**src/rtl/multicycle_control_if.sv**
```systemverilog
// rtl/multicycle_control_if.sv - instruction/memory handshake and control-word bundle for multicycle_control
interface multicycle_control_if #(
    parameter int OPCODE_W = 6,
    parameter int ALU_OP_W = 3
);
    logic [OPCODE_W-1:0] Inst_31_26;
    logic                Mem_Ready;
    logic                PC_Write;
    logic                PC_Write_Cond;
    logic                PC_Write_Not_Equal;
    logic                IorD;
    logic                IR_Write;
    logic                Mem_Read;
    logic                Mem_Write;
    logic [1:0]          Reg_Dst;
    logic [1:0]          Mem_to_Reg;
    logic                Reg_Write;
    logic                ALU_Src_A;
    logic [1:0]          ALU_Src_B;
    logic [ALU_OP_W-1:0] ALU_Op;
    logic [1:0]          PC_Source;
    logic                Instr_Done;
    logic                Illegal_Op;
    logic [3:0]          State;

    modport master (
        input  Inst_31_26, Mem_Ready,
        output PC_Write, PC_Write_Cond, PC_Write_Not_Equal, IorD, IR_Write,
               Mem_Read, Mem_Write, Reg_Dst, Mem_to_Reg, Reg_Write, ALU_Src_A,
               ALU_Src_B, ALU_Op, PC_Source, Instr_Done, Illegal_Op, State
    );

    modport slave (
        output Inst_31_26, Mem_Ready,
        input  PC_Write, PC_Write_Cond, PC_Write_Not_Equal, IorD, IR_Write,
               Mem_Read, Mem_Write, Reg_Dst, Mem_to_Reg, Reg_Write, ALU_Src_A,
               ALU_Src_B, ALU_Op, PC_Source, Instr_Done, Illegal_Op, State
    );
endinterface

```
**src/rtl/multicycle_control.sv**
```systemverilog
// rtl/multicycle_control.sv - multicycle MIPS-style control FSM; MULTICYCLE_CONTROL_JAL_EN enables jal
module multicycle_control #(
    parameter int OPCODE_W = 6,
    parameter int ALU_OP_W = 3
) (
    input  logic                 clk,
    input  logic                 reset,
    multicycle_control_if.master bus
);

    typedef enum logic [3:0] {
        S_FETCH     = 4'd0,
        S_DECODE    = 4'd1,
        S_MEM_ADDR  = 4'd2,
        S_MEM_READ  = 4'd3,
        S_MEM_WB    = 4'd4,
        S_MEM_WRITE = 4'd5,
        S_EXEC_R    = 4'd6,
        S_EXEC_I    = 4'd7,
        S_ALU_WB    = 4'd8,
        S_BRANCH    = 4'd9,
        S_JUMP      = 4'd10
    } state_t;

    localparam logic [OPCODE_W-1:0] OP_RTYPE = OPCODE_W'(0);
    localparam logic [OPCODE_W-1:0] OP_J     = OPCODE_W'(2);
    localparam logic [OPCODE_W-1:0] OP_JAL   = OPCODE_W'(3);
    localparam logic [OPCODE_W-1:0] OP_BEQ   = OPCODE_W'(4);
    localparam logic [OPCODE_W-1:0] OP_BNE   = OPCODE_W'(5);
    localparam logic [OPCODE_W-1:0] OP_ADDI  = OPCODE_W'(8);
    localparam logic [OPCODE_W-1:0] OP_SLTI  = OPCODE_W'(10);
    localparam logic [OPCODE_W-1:0] OP_ANDI  = OPCODE_W'(12);
    localparam logic [OPCODE_W-1:0] OP_ORI   = OPCODE_W'(13);
    localparam logic [OPCODE_W-1:0] OP_XORI  = OPCODE_W'(14);
    localparam logic [OPCODE_W-1:0] OP_LUI   = OPCODE_W'(15);
    localparam logic [OPCODE_W-1:0] OP_LW    = OPCODE_W'(35);
    localparam logic [OPCODE_W-1:0] OP_SW    = OPCODE_W'(43);

    localparam logic [2:0] ALU_ADD = 3'b000;
    localparam logic [2:0] ALU_SUB = 3'b001;
    localparam logic [2:0] ALU_FN  = 3'b010;
    localparam logic [2:0] ALU_AND = 3'b011;
    localparam logic [2:0] ALU_OR  = 3'b100;
    localparam logic [2:0] ALU_SLT = 3'b101;
    localparam logic [2:0] ALU_XOR = 3'b110;
    localparam logic [2:0] ALU_LUI = 3'b111;

    // Pure state-decoded part of the control word; handshake-qualified strobes are added at the outputs.
    typedef struct packed {
        logic       pc_write;
        logic       pc_write_cond;
        logic       pc_write_ne;
        logic       iord;
        logic       mem_read;
        logic       mem_write;
        logic [1:0] reg_dst;
        logic [1:0] mem_to_reg;
        logic       reg_write;
        logic       alu_src_a;
        logic [1:0] alu_src_b;
        logic [2:0] alu_op;
        logic [1:0] pc_source;
        logic       instr_done;
    } ctrl_t;

    state_t              state_q, state_d;
    logic [OPCODE_W-1:0] opcode_q, opcode_d;
    ctrl_t               ctrl_q, ctrl_d;
    logic                fetch_ready;
    logic                illegal;

    function automatic state_t dispatch(input logic [OPCODE_W-1:0] op);
        case (op)
            OP_RTYPE:                                      return S_EXEC_R;
            OP_LW, OP_SW:                                  return S_MEM_ADDR;
            OP_ADDI, OP_ANDI, OP_ORI, OP_SLTI, OP_XORI,
            OP_LUI:                                        return S_EXEC_I;
            OP_BEQ, OP_BNE:                                return S_BRANCH;
            OP_J:                                          return S_JUMP;
`ifdef MULTICYCLE_CONTROL_JAL_EN
            OP_JAL:                                        return S_JUMP;
`endif
            default:                                       return S_FETCH;
        endcase
    endfunction

    function automatic logic [2:0] imm_alu_op(input logic [OPCODE_W-1:0] op);
        case (op)
            OP_ANDI: return ALU_AND;
            OP_ORI:  return ALU_OR;
            OP_SLTI: return ALU_SLT;
            OP_XORI: return ALU_XOR;
            OP_LUI:  return ALU_LUI;
            default: return ALU_ADD;
        endcase
    endfunction

    function automatic ctrl_t moore_decode(input state_t s, input logic [OPCODE_W-1:0] op);
        ctrl_t c;
        c = '0;
        case (s)
            S_FETCH:     begin c.mem_read = 1'b1; c.alu_src_b = 2'b01; c.alu_op = ALU_ADD; end
            S_DECODE:    begin c.alu_src_b = 2'b11; c.alu_op = ALU_ADD; end
            S_MEM_ADDR:  begin c.alu_src_a = 1'b1; c.alu_src_b = 2'b10; c.alu_op = ALU_ADD; end
            S_MEM_READ:  begin c.mem_read = 1'b1; c.iord = 1'b1; end
            S_MEM_WB:    begin c.reg_write = 1'b1; c.mem_to_reg = 2'b01; c.instr_done = 1'b1; end
            S_MEM_WRITE: begin c.mem_write = 1'b1; c.iord = 1'b1; end
            S_EXEC_R:    begin c.alu_src_a = 1'b1; c.alu_src_b = 2'b00; c.alu_op = ALU_FN; end
            S_EXEC_I:    begin c.alu_src_a = 1'b1; c.alu_src_b = 2'b10; c.alu_op = imm_alu_op(op); end
            S_ALU_WB: begin
                c.reg_write  = 1'b1;
                c.reg_dst    = (op == OP_RTYPE) ? 2'b01 : 2'b00;
                c.instr_done = 1'b1;
            end
            S_BRANCH: begin
                c.alu_src_a     = 1'b1;
                c.alu_op        = ALU_SUB;
                c.pc_source     = 2'b01;
                c.pc_write_cond = (op == OP_BEQ);
                c.pc_write_ne   = (op == OP_BNE);
                c.instr_done    = 1'b1;
            end
            S_JUMP: begin
                c.pc_write   = 1'b1;
                c.pc_source  = 2'b10;
                c.instr_done = 1'b1;
`ifdef MULTICYCLE_CONTROL_JAL_EN
                if (op == OP_JAL) begin
                    c.reg_write  = 1'b1;
                    c.reg_dst    = 2'b10;
                    c.mem_to_reg = 2'b10;
                end
`endif
            end
            default: c = '0;
        endcase
        return c;
    endfunction

    always_comb begin
        state_d  = state_q;
        opcode_d = opcode_q;
        case (state_q)
            S_FETCH:     if (bus.Mem_Ready) state_d = S_DECODE;
            S_DECODE: begin
                opcode_d = bus.Inst_31_26;
                state_d  = dispatch(bus.Inst_31_26);
            end
            S_MEM_ADDR:  state_d = (opcode_q == OP_LW) ? S_MEM_READ : S_MEM_WRITE;
            S_MEM_READ:  if (bus.Mem_Ready) state_d = S_MEM_WB;
            S_MEM_WRITE: if (bus.Mem_Ready) state_d = S_FETCH;
            S_EXEC_R,
            S_EXEC_I:    state_d = S_ALU_WB;
            default:     state_d = S_FETCH;
        endcase
        // Registering the decode of the next state keeps outputs glitch-free yet aligned with state_q.
        ctrl_d = moore_decode(state_d, opcode_d);
    end

    always_ff @(posedge clk) begin
        if (reset) begin
            state_q  <= S_FETCH;
            opcode_q <= '0;
            ctrl_q   <= moore_decode(S_FETCH, '0);
        end else begin
            state_q  <= state_d;
            opcode_q <= opcode_d;
            ctrl_q   <= ctrl_d;
        end
    end

    assign fetch_ready = (state_q == S_FETCH) && bus.Mem_Ready;
    assign illegal     = ((state_q == S_DECODE) && (dispatch(bus.Inst_31_26) == S_FETCH)) ||
                         (state_q > S_JUMP);

    assign bus.PC_Write           = !reset && (ctrl_q.pc_write || fetch_ready);
    assign bus.PC_Write_Cond      = !reset && ctrl_q.pc_write_cond;
    assign bus.PC_Write_Not_Equal = !reset && ctrl_q.pc_write_ne;
    assign bus.IorD               = !reset && ctrl_q.iord;
    assign bus.IR_Write           = !reset && fetch_ready;
    assign bus.Mem_Read           = !reset && ctrl_q.mem_read;
    assign bus.Mem_Write          = !reset && ctrl_q.mem_write;
    assign bus.Reg_Dst            = reset ? 2'b00 : ctrl_q.reg_dst;
    assign bus.Mem_to_Reg         = reset ? 2'b00 : ctrl_q.mem_to_reg;
    assign bus.Reg_Write          = !reset && ctrl_q.reg_write;
    assign bus.ALU_Src_A          = !reset && ctrl_q.alu_src_a;
    assign bus.ALU_Src_B          = reset ? 2'b00 : ctrl_q.alu_src_b;
    assign bus.ALU_Op             = reset ? '0 : ALU_OP_W'(ctrl_q.alu_op);
    assign bus.PC_Source          = reset ? 2'b00 : ctrl_q.pc_source;
    assign bus.Instr_Done         = !reset && (ctrl_q.instr_done ||
                                               ((state_q == S_MEM_WRITE) && bus.Mem_Ready));
    assign bus.Illegal_Op         = !reset && illegal;
    assign bus.State              = reset ? 4'd0 : state_q;

endmodule

```
**src/flat_wrapper.sv**
```systemverilog
// flat-port wrapper written by rule: the top's interface ports become plain ports
module multicycle_control_flat 
#(
    parameter int OPCODE_W = 6,
    parameter int ALU_OP_W = 3
)
  (clk, reset, bus_Inst_31_26, bus_Mem_Ready, bus_PC_Write, bus_PC_Write_Cond, bus_PC_Write_Not_Equal, bus_IorD, bus_IR_Write, bus_Mem_Read, bus_Mem_Write, bus_Reg_Dst, bus_Mem_to_Reg, bus_Reg_Write, bus_ALU_Src_A, bus_ALU_Src_B, bus_ALU_Op, bus_PC_Source, bus_Instr_Done, bus_Illegal_Op, bus_State);
  multicycle_control_if #(.OPCODE_W(OPCODE_W), .ALU_OP_W(ALU_OP_W)) bus_i ();
  input  logic clk;
  input  logic reset;
  input wire logic [$bits(bus_i.Inst_31_26)-1:0] bus_Inst_31_26;
  input wire logic [$bits(bus_i.Mem_Ready)-1:0] bus_Mem_Ready;
  output wire logic [$bits(bus_i.PC_Write)-1:0] bus_PC_Write;
  output wire logic [$bits(bus_i.PC_Write_Cond)-1:0] bus_PC_Write_Cond;
  output wire logic [$bits(bus_i.PC_Write_Not_Equal)-1:0] bus_PC_Write_Not_Equal;
  output wire logic [$bits(bus_i.IorD)-1:0] bus_IorD;
  output wire logic [$bits(bus_i.IR_Write)-1:0] bus_IR_Write;
  output wire logic [$bits(bus_i.Mem_Read)-1:0] bus_Mem_Read;
  output wire logic [$bits(bus_i.Mem_Write)-1:0] bus_Mem_Write;
  output wire logic [$bits(bus_i.Reg_Dst)-1:0] bus_Reg_Dst;
  output wire logic [$bits(bus_i.Mem_to_Reg)-1:0] bus_Mem_to_Reg;
  output wire logic [$bits(bus_i.Reg_Write)-1:0] bus_Reg_Write;
  output wire logic [$bits(bus_i.ALU_Src_A)-1:0] bus_ALU_Src_A;
  output wire logic [$bits(bus_i.ALU_Src_B)-1:0] bus_ALU_Src_B;
  output wire logic [$bits(bus_i.ALU_Op)-1:0] bus_ALU_Op;
  output wire logic [$bits(bus_i.PC_Source)-1:0] bus_PC_Source;
  output wire logic [$bits(bus_i.Instr_Done)-1:0] bus_Instr_Done;
  output wire logic [$bits(bus_i.Illegal_Op)-1:0] bus_Illegal_Op;
  output wire logic [$bits(bus_i.State)-1:0] bus_State;
  assign bus_i.Inst_31_26 = bus_Inst_31_26;
  assign bus_i.Mem_Ready = bus_Mem_Ready;
  assign bus_PC_Write = bus_i.PC_Write;
  assign bus_PC_Write_Cond = bus_i.PC_Write_Cond;
  assign bus_PC_Write_Not_Equal = bus_i.PC_Write_Not_Equal;
  assign bus_IorD = bus_i.IorD;
  assign bus_IR_Write = bus_i.IR_Write;
  assign bus_Mem_Read = bus_i.Mem_Read;
  assign bus_Mem_Write = bus_i.Mem_Write;
  assign bus_Reg_Dst = bus_i.Reg_Dst;
  assign bus_Mem_to_Reg = bus_i.Mem_to_Reg;
  assign bus_Reg_Write = bus_i.Reg_Write;
  assign bus_ALU_Src_A = bus_i.ALU_Src_A;
  assign bus_ALU_Src_B = bus_i.ALU_Src_B;
  assign bus_ALU_Op = bus_i.ALU_Op;
  assign bus_PC_Source = bus_i.PC_Source;
  assign bus_Instr_Done = bus_i.Instr_Done;
  assign bus_Illegal_Op = bus_i.Illegal_Op;
  assign bus_State = bus_i.State;
  multicycle_control #(.OPCODE_W(OPCODE_W), .ALU_OP_W(ALU_OP_W)) u_core (.clk(clk), .reset(reset), .bus(bus_i));
endmodule
```
**config.mk**
```make
export PLATFORM = sky130hd
export DESIGN_NAME = multicycle_control_flat
export DESIGN_NICKNAME = d
export VERILOG_FILES = /design/src/rtl/multicycle_control_if.sv /design/src/rtl/multicycle_control.sv /design/src/flat_wrapper.sv
export SDC_FILE = /design/constraint.sdc
export NUM_CORES = 1
export LEC_CHECK = 0
export BUFFER_PORTS_ARGS = -buffer_cell sky130_fd_sc_hd__buf_2
export CORE_MARGIN = 2
export CORE_UTILIZATION = 57
export DETAILED_ROUTE_END_ITERATION = 7
export PLACE_DENSITY = 0.81
export SLEW_MARGIN = 0
export SYNTH_ARGS = -nofsm -noshare
export SYNTH_HDL_FRONTEND = slang
export SYNTH_SLANG_ARGS = --single-unit
```
**constraint.sdc**
```tcl
create_clock -name clk -period 5.35 [get_ports clk]
set_input_delay 1.3375 -clock clk [delete_from_list [all_inputs] [get_ports clk]]
set_output_delay 1.3375 -clock clk [all_outputs]
set_load 0.02 [all_outputs]
```
==> results of run 1 <==
registers in the layout, summed over array words and instances (netlist names):
signal           count
u_core.ctrl_q       17
u_core.opcode_q      6
u_core.state_q       4
Yosys cell counts (2+ instances only):
cell type | number | share of area
sky130_fd_sc_hd__nand4b_1 | 2 | 0.011
sky130_fd_sc_hd__clkbuf_1 | 17 | 0.041
sky130_fd_sc_hd__a21oi_1 | 13 | 0.042
sky130_fd_sc_hd__buf_4 | 2 | 0.0097
sky130_fd_sc_hd__o21ai_1 | 2 | 0.0065
sky130_fd_sc_hd__or2_2 | 2 | 0.0081
sky130_fd_sc_hd__dfxtp_1 | 27 | 0.35
sky130_fd_sc_hd__o211ai_1 | 3 | 0.015
sky130_fd_sc_hd__mux2i_1 | 4 | 0.026
sky130_fd_sc_hd__a31oi_1 | 3 | 0.012
sky130_fd_sc_hd__inv_1 | 4 | 0.0097
sky130_fd_sc_hd__a21o_1 | 4 | 0.019
sky130_fd_sc_hd__nor3_1 | 8 | 0.026
sky130_fd_sc_hd__nand2_1 | 26 | 0.063
sky130_fd_sc_hd__or3_1 | 2 | 0.0081
sky130_fd_sc_hd__o21ai_0 | 2 | 0.0065
sky130_fd_sc_hd__or2_1 | 2 | 0.0081
sky130_fd_sc_hd__nor2_1 | 17 | 0.041
sky130_fd_sc_hd__xnor2_1 | 2 | 0.011
sky130_fd_sc_hd__nor2b_1 | 22 | 0.089
sky130_fd_sc_hd__nand2b_1 | 5 | 0.020
sky130_fd_sc_hd__and3b_1 | 2 | 0.011
sky130_fd_sc_hd__nor3b_1 | 2 | 0.0097
sky130_fd_sc_hd__nor4_1 | 3 | 0.012
sky130_fd_sc_hd__nand3_1 | 7 | 0.023
routing by layer:
metal | global-route usage | up-vias | part of all wire
met4 | 0.0442 | 0 | 0.0071
met1 | 0.257 | 663 | 0.42
li1 | - | 727 | -
met3 | 0.0581 | 4 | 0.052
met5 | 0 | - | 0
met2 | 0.382 | 42 | 0.52
path summary, 6_finish.rpt:
kind	from	end	slack, ns
max	u_core.state_q[0]	bus_Illegal_Op	1.44
max reg2reg	u_core.state_q[0]	u_core.ctrl_q[4]	2.42
min reg2reg	u_core.opcode_q[3]	u_core.opcode_q[3]	0.50
min	u_core.opcode_q[3]	u_core.opcode_q[3]	0.50
kinds of logic (layout without fill, tap and decap cells):
group	count (synthesis)	count (layout)	synth area share
simple gates	108	108	0.379
xor+xnor	2	2	0.0113
mux	4	4	0.0259
compound gates	37	37	0.160
flops	27	27	0.350
buf+inv	25	41	0.0712
other cells	1	2	0.00242
worst max-delay path: stages (launching register included):
cell,delay [ns]
sky130_fd_sc_hd__dfxtp_1,0.56
sky130_fd_sc_hd__nor4b_2,1.06
sky130_fd_sc_hd__o21ai_0,0.23
sky130_fd_sc_hd__a21oi_1,0.21
sky130_fd_sc_hd__buf_2,0.18
per-stage QoR:
| stage | cells | util | hold WS, ns | area [um^2] | power (mW) |
|---|---|---|---|---|---|
| global route | 251 | 0.669 | 0.518 | 1690 | 0.381 |
| detailed placement | 247 | 0.658 | 0.491 | 1660 | 0.286 |
| CTS | 251 | 0.669 | 0.508 | 1690 | 0.366 |
| floorplan | 205 | - | 0.445 | 1550 | 0.272 |
| global placement | 247 | 0.658 | 0.454 | 1660 | 0.283 |
| finish | 251 | 0.669 | 0.504 | 1690 | 0.365 |
power breakdown:
group | total (mW) | switching, mW | internal, mW
combinational | 0.0692 | 0.0443 | 0.0249
clock | 0.0820 | 0.0528 | 0.0292
sequential | 0.213 | 0.00659 | 0.207
layout make-up:
| type | count | share of cell area |
|---|---|---|
| clock buffer | 4 | 0.0156 |
| inverter | 4 | 0.00890 |
| multi-input combinational | 153 | 0.533 |
| sequential | 27 | 0.320 |
| tap | 30 | 0.0223 |
| timing repair buffer | 33 | 0.0994 |
==> parameters.txt, run 1 <==
Parameter                              Value

Status
  Run status ... finished clean

Clock tree
  Total setup buffers inserted after CTS ... 0
  Hold_buf cts ... 0
  Clock transition at the registers of the reported paths ... 0.13 ns
  Num Clock Sinks ... 27
  Resized cells post-CTS ... 0
  Buffer levels on the longest clock path ... 2
  Latest clock arrival within the worst-skew pair ... 0.32 ns
  Cts bufs inserted ... 3
  TritonCTS clock tree ... built
  Root Driver ... sky130_fd_sc_hd__clkbuf_4
  H-tree depth ... 1

Synthesis
  Yosys reg bits ... 27
  Cell variety after synth ... 46
  Synthesized instance count ... 204
  Number of synthesized flops with an enable pin ... 0
  Proportion of synthesized chip area in sequential cells ... 0.350
  Number of warnings printed during yosys synthesis ... 0
  Fraction of synthesis flops using an asynchronous set or reset pin ... 0
  Mean instance size in the synthesized netlist ... 7.58 um^2
  Primary FF master, synth ... sky130_fd_sc_hd__dfxtp_1
  Post-synthesis instance area ... 1550 um^2

Place
  Count of port buffers added during placement ... 32
  Gpl congestion ... 0.837
  Post-Place Setup Slack ... 1.58 ns
  Half-perimeter wire length after detailed placement ... 2.49 mm

Worst setup path
  WP data arrival ... 2.57 ns
  Maximum fanout along the worst path ... 15
  Endpoint kind of the worst setup timing path ... primary output
  Worst Reg2Reg Path Length in Cells ... 5
  Critical path launch point type ... register
  Kind of critical path ... register to primary output
  Data required time at the worst endpoint ... 4.01 ns

Timing
  Number of failing hold endpoints at the final stage ... 0
  Relative slew margins ... 0.166
  Transition time at the pin with the least slew margin ... 1.25 ns
  Clk_skew ... 0.0115 ns
  Setup TNS ... 0 ns
  Period minus WS final ... 3.91 ns
  Fmax achieved ... 0.256 GHz
  Final worst setup slack ... 1.44 ns
  Setup violation total in the final timing report ... 0
  Setup repair after global routing missed its margin ... false
  Max-slew violation total from the final report ... 0
  Final period utilization ... 0.730

Power and ir drop
  Leakage power ... 0.723 nW
  Largest vdd supply drop ... 301 uV
  Pwr Density ... 216 nW/um^2

Final layout
  Final layout net count ... 231
  Most frequent standard cell in the layout excluding fill and tap cells ... sky130_fd_sc_hd__buf_2
  Sequential cell area ... 541 um^2
  Layout filler cell count ... 228
  Commonest cells after routing, fill and taps aside ... 32 x sky130_fd_sc_hd__buf_2, 27 x sky130_fd_sc_hd__dfxtp_1, 26 x sky130_fd_sc_hd__nand2_1, 22 x sky130_fd_sc_hd__nor2b_1, 17 x sky130_fd_sc_hd__nor2_1
  Syn-to-layout area delta ... 9.06%
  Antenna cells ... 0
  Area used by multi-input combinational logic ... 900 um^2
  Share of layout cells above drive strength 1 ... 0.199

GRT
  Number of antenna violations at the first check in global routing ... 0
  Number of global-route vias before repair ... 1,223
  Wire length of the first global-routing pass ... 5.49 mm
  Total gr overflow ... 0
  Largest net degree at the start of global routing ... 35
  Total track usage ... 0.214

Die
  Die W ... 56.1 um
  Height of the die ... 56.1 um
  Floorplan row count ... 18
  Overall die area ... 3150 um^2
  Placeable core region ... 2520 um^2
  Starting density of the core ... 0.613
  Top Ports ... 35

Routing
  Iteration count of the initial detailed-routing pass ... 4
  Number of remaining DRC errors ... 0
  DRT antenna net count ... 0
  Detailed router's first-iteration violation count ... 78
  Post-detailed-route wirelength per cell ... 13.4 um
  Final wirelength ... 3.36 mm
  Total number of vias ... 1,436
  Routed via count divided by cell count ... 5.72

Flow run
  Max-cap violation count ... 0

Min path
  Hold crit path type ... register to register
  Hold path cells ... 2
Note: power is estimated with default switching activity, not from simulation.
==> run 2, diff against run 1 <==
--- a/config.mk
+++ b/config.mk
@@ -7,9 +7,9 @@
 export LEC_CHECK = 0
 export BUFFER_PORTS_ARGS = -buffer_cell sky130_fd_sc_hd__buf_2
 export CORE_MARGIN = 2
-export CORE_UTILIZATION = 57
+export CORE_UTILIZATION = 53
 export DETAILED_ROUTE_END_ITERATION = 7
-export PLACE_DENSITY = 0.81
+export PLACE_DENSITY = 0.75
 export SLEW_MARGIN = 0
 export SYNTH_ARGS = -nofsm -noshare
 export SYNTH_HDL_FRONTEND = slang
==> constraint.sdc (replaced) <==
create_clock -name clk -period 3.6 [get_ports clk]
set_input_delay 0.9 -clock clk [delete_from_list [all_inputs] [get_ports clk]]
set_output_delay 0.9 -clock clk [all_outputs]
set_load 0.02 [all_outputs]
==> parameters.txt, run 2 (synthesis results as in run 1) <==
Parameter                              Value

Status
  Run status ... finished clean

Timing
  Final period utilization ... 0.772
  Number of failing hold endpoints at the final stage ... 0
  Max-slew violation total from the final report ... 0
  Relative slew margins ... 0.599
  Fmax achieved ... 0.360 GHz
  Final worst setup slack ... 0.821 ns
  Transition time at the pin with the least slew margin ... 0.597 ns
  Setup TNS ... 0 ns
  Setup violation total in the final timing report ... 0
  Clk_skew ... 0.00386 ns
  Period minus WS final ... 2.78 ns
  Setup repair after global routing missed its margin ... false

Place
  Half-perimeter wire length after detailed placement ... 2.50 mm
  Count of port buffers added during placement ... 32
  Gpl congestion ... 0.812
  Post-Place Setup Slack ... 0.830 ns

Power and ir drop
  Pwr Density ... 328 nW/um^2
  Leakage power ... 0.727 nW
  Largest vdd supply drop ... 276 uV

Worst setup path
  Maximum fanout along the worst path ... 9
  WP data arrival ... 1.88 ns
  Number of buffer and inverter instances along the worst setup path ... 2
  Slowest-stage cell, CP ... sky130_fd_sc_hd__buf_2
  Endpoint kind of the worst setup timing path ... primary output
  Critical path's largest stage delay ... 0.18 ns
  Top delay family on crit path ... compound AO/OA/AOI/OAI gates
  Critical path launch point type ... input port
  Cells traversed along the worst timing path ... buf_2, nand2b_1, a21oi_1, o21a_1, o21ai_0, a21oi_1, buf_2
  Kind of critical path ... input port to primary output
  Data required time at the worst endpoint ... 2.70 ns

Min path
  Hold crit path type ... register to register

GRT
  Met1 track demand over resource ... 0.243
  Global routing usage on met3 ... 0.0379
  Total gr overflow ... 0
  Number of antenna violations at the first check in global routing ... 0
  Number of global-route vias before repair ... 1,291
  Met2 usage ... 0.372
  Total track usage ... 0.207
  Most Used Layer, Global Route ... met2
  Largest net degree at the start of global routing ... 30
  Wire length of the first global-routing pass ... 5.47 mm

Die
  Floorplan row count ... 19
  Top Ports ... 35
  Die W ... 58.0 um
  Overall die area ... 3370 um^2
  Starting density of the core ... 0.561
  Height of the die ... 58.0 um
  Placeable core region ... 2760 um^2

Clock tree
  Num Clock Sinks ... 27
  Resized cells post-CTS ... 0
  Hold_buf cts ... 0
  TritonCTS clock tree ... built
  Total setup buffers inserted after CTS ... 0
  Cts bufs inserted ... 3
  H-tree depth ... 1
  Clock transition at the registers of the reported paths ... 0.15 ns
  Root Driver ... sky130_fd_sc_hd__clkbuf_4
  Buffer levels on the longest clock path ... 2
  Latest clock arrival within the worst-skew pair ... 0.33 ns

Final layout
  Share of layout cells above drive strength 1 ... 0.207
  Most frequent standard cell in the layout excluding fill and tap cells ... sky130_fd_sc_hd__buf_2
  Commonest cells after routing, fill and taps aside ... 32 x sky130_fd_sc_hd__buf_2, 27 x sky130_fd_sc_hd__dfxtp_1, 26 x sky130_fd_sc_hd__nand2_1, 22 x sky130_fd_sc_hd__nor2b_1, 17 x sky130_fd_sc_hd__nor2_1
  Largest registers ... u_core.ctrl_q x17, u_core.opcode_q x6, u_core.state_q x4
  Final layout net count ... 232
  Flip-flop count of the largest register after layout ... 17
  Register ranked first by flip-flop count ... u_core.ctrl_q
  Syn-to-layout area delta ... 9.87%
  Antenna cells ... 0

Routing
  Final wirelength ... 3.27 mm
  Number of remaining DRC errors ... 0
  Detailed router's first-iteration violation count ... 56
  Routed via count divided by cell count ... 5.59
  Post-detailed-route wirelength per cell ... 12.9 um
  Total number of vias ... 1,415
  DRT antenna net count ... 0
  Iteration count of the initial detailed-routing pass ... 4

Flow run
  Max-cap violation count ... 0
## run 2: cell count changes in the layout (fill, tap and decap cells not counted), sizes merged
cell / previous run / this run
buf: 33 / 34
clkbuf: 4 / 3
clkinvlp: 0 / 1
## run 2: final cells by class
cell class,count,area [um^2]
Timing Repair Buffer,34,175
Sequential cell,27,541
Tap cell,31,38.8
Clock inverter,1,7.51
Multi-Input combinational cell,153,900
Inverter,4,15.0
Clock buffer,3,22.5
Fill cell,262,1060
## run 2: worst reg2reg max path: cells and delay by family (launching register included)
kind,cells,cell delay (ns)
simple gates,2,0.75
compound gates,3,0.73
flops,1,0.58
## run 2: worst paths after layout
check                      from  slack, ns  cells after the start            endpoint
max reg2reg   u_core.state_q[1]       1.47                      5    u_core.ctrl_q[0]
min reg2reg  u_core.opcode_q[5]       0.49                      2  u_core.opcode_q[5]
min          u_core.opcode_q[5]       0.49                      2  u_core.opcode_q[5]
max           bus_Inst_31_26[3]       0.82                      7      bus_Illegal_Op
## run 2: per-layer routing
metal / wire length [um] / part of all wire
met4: 49 / 0.015
met2: 1670 / 0.51
met1: 1410 / 0.43
met5: 0 / 0
met3: 137 / 0.042
## run 2: through the flow
step,cells,total power [mW],utilization,hold WS [ns],cell area (um^2)
2_1_floorplan,205,0.404,-,0.445,1550
3_3_place_gp,249,0.422,0.605,0.458,1670
3_5_place_dp,249,0.426,0.605,0.468,1670
4_1_cts,253,0.559,0.616,0.488,1700
5_1_grt,253,0.581,0.616,0.513,1700
6_report,253,0.557,0.616,0.485,1700
## run 2: power breakdown
part	total [mW]	switching [mW]	internal (mW)
Clock	0.138	0.0949	0.0426
Sequential	0.317	0.00908	0.308
Combinational	0.102	0.0645	0.0379
Total	0.557	0.169	0.388
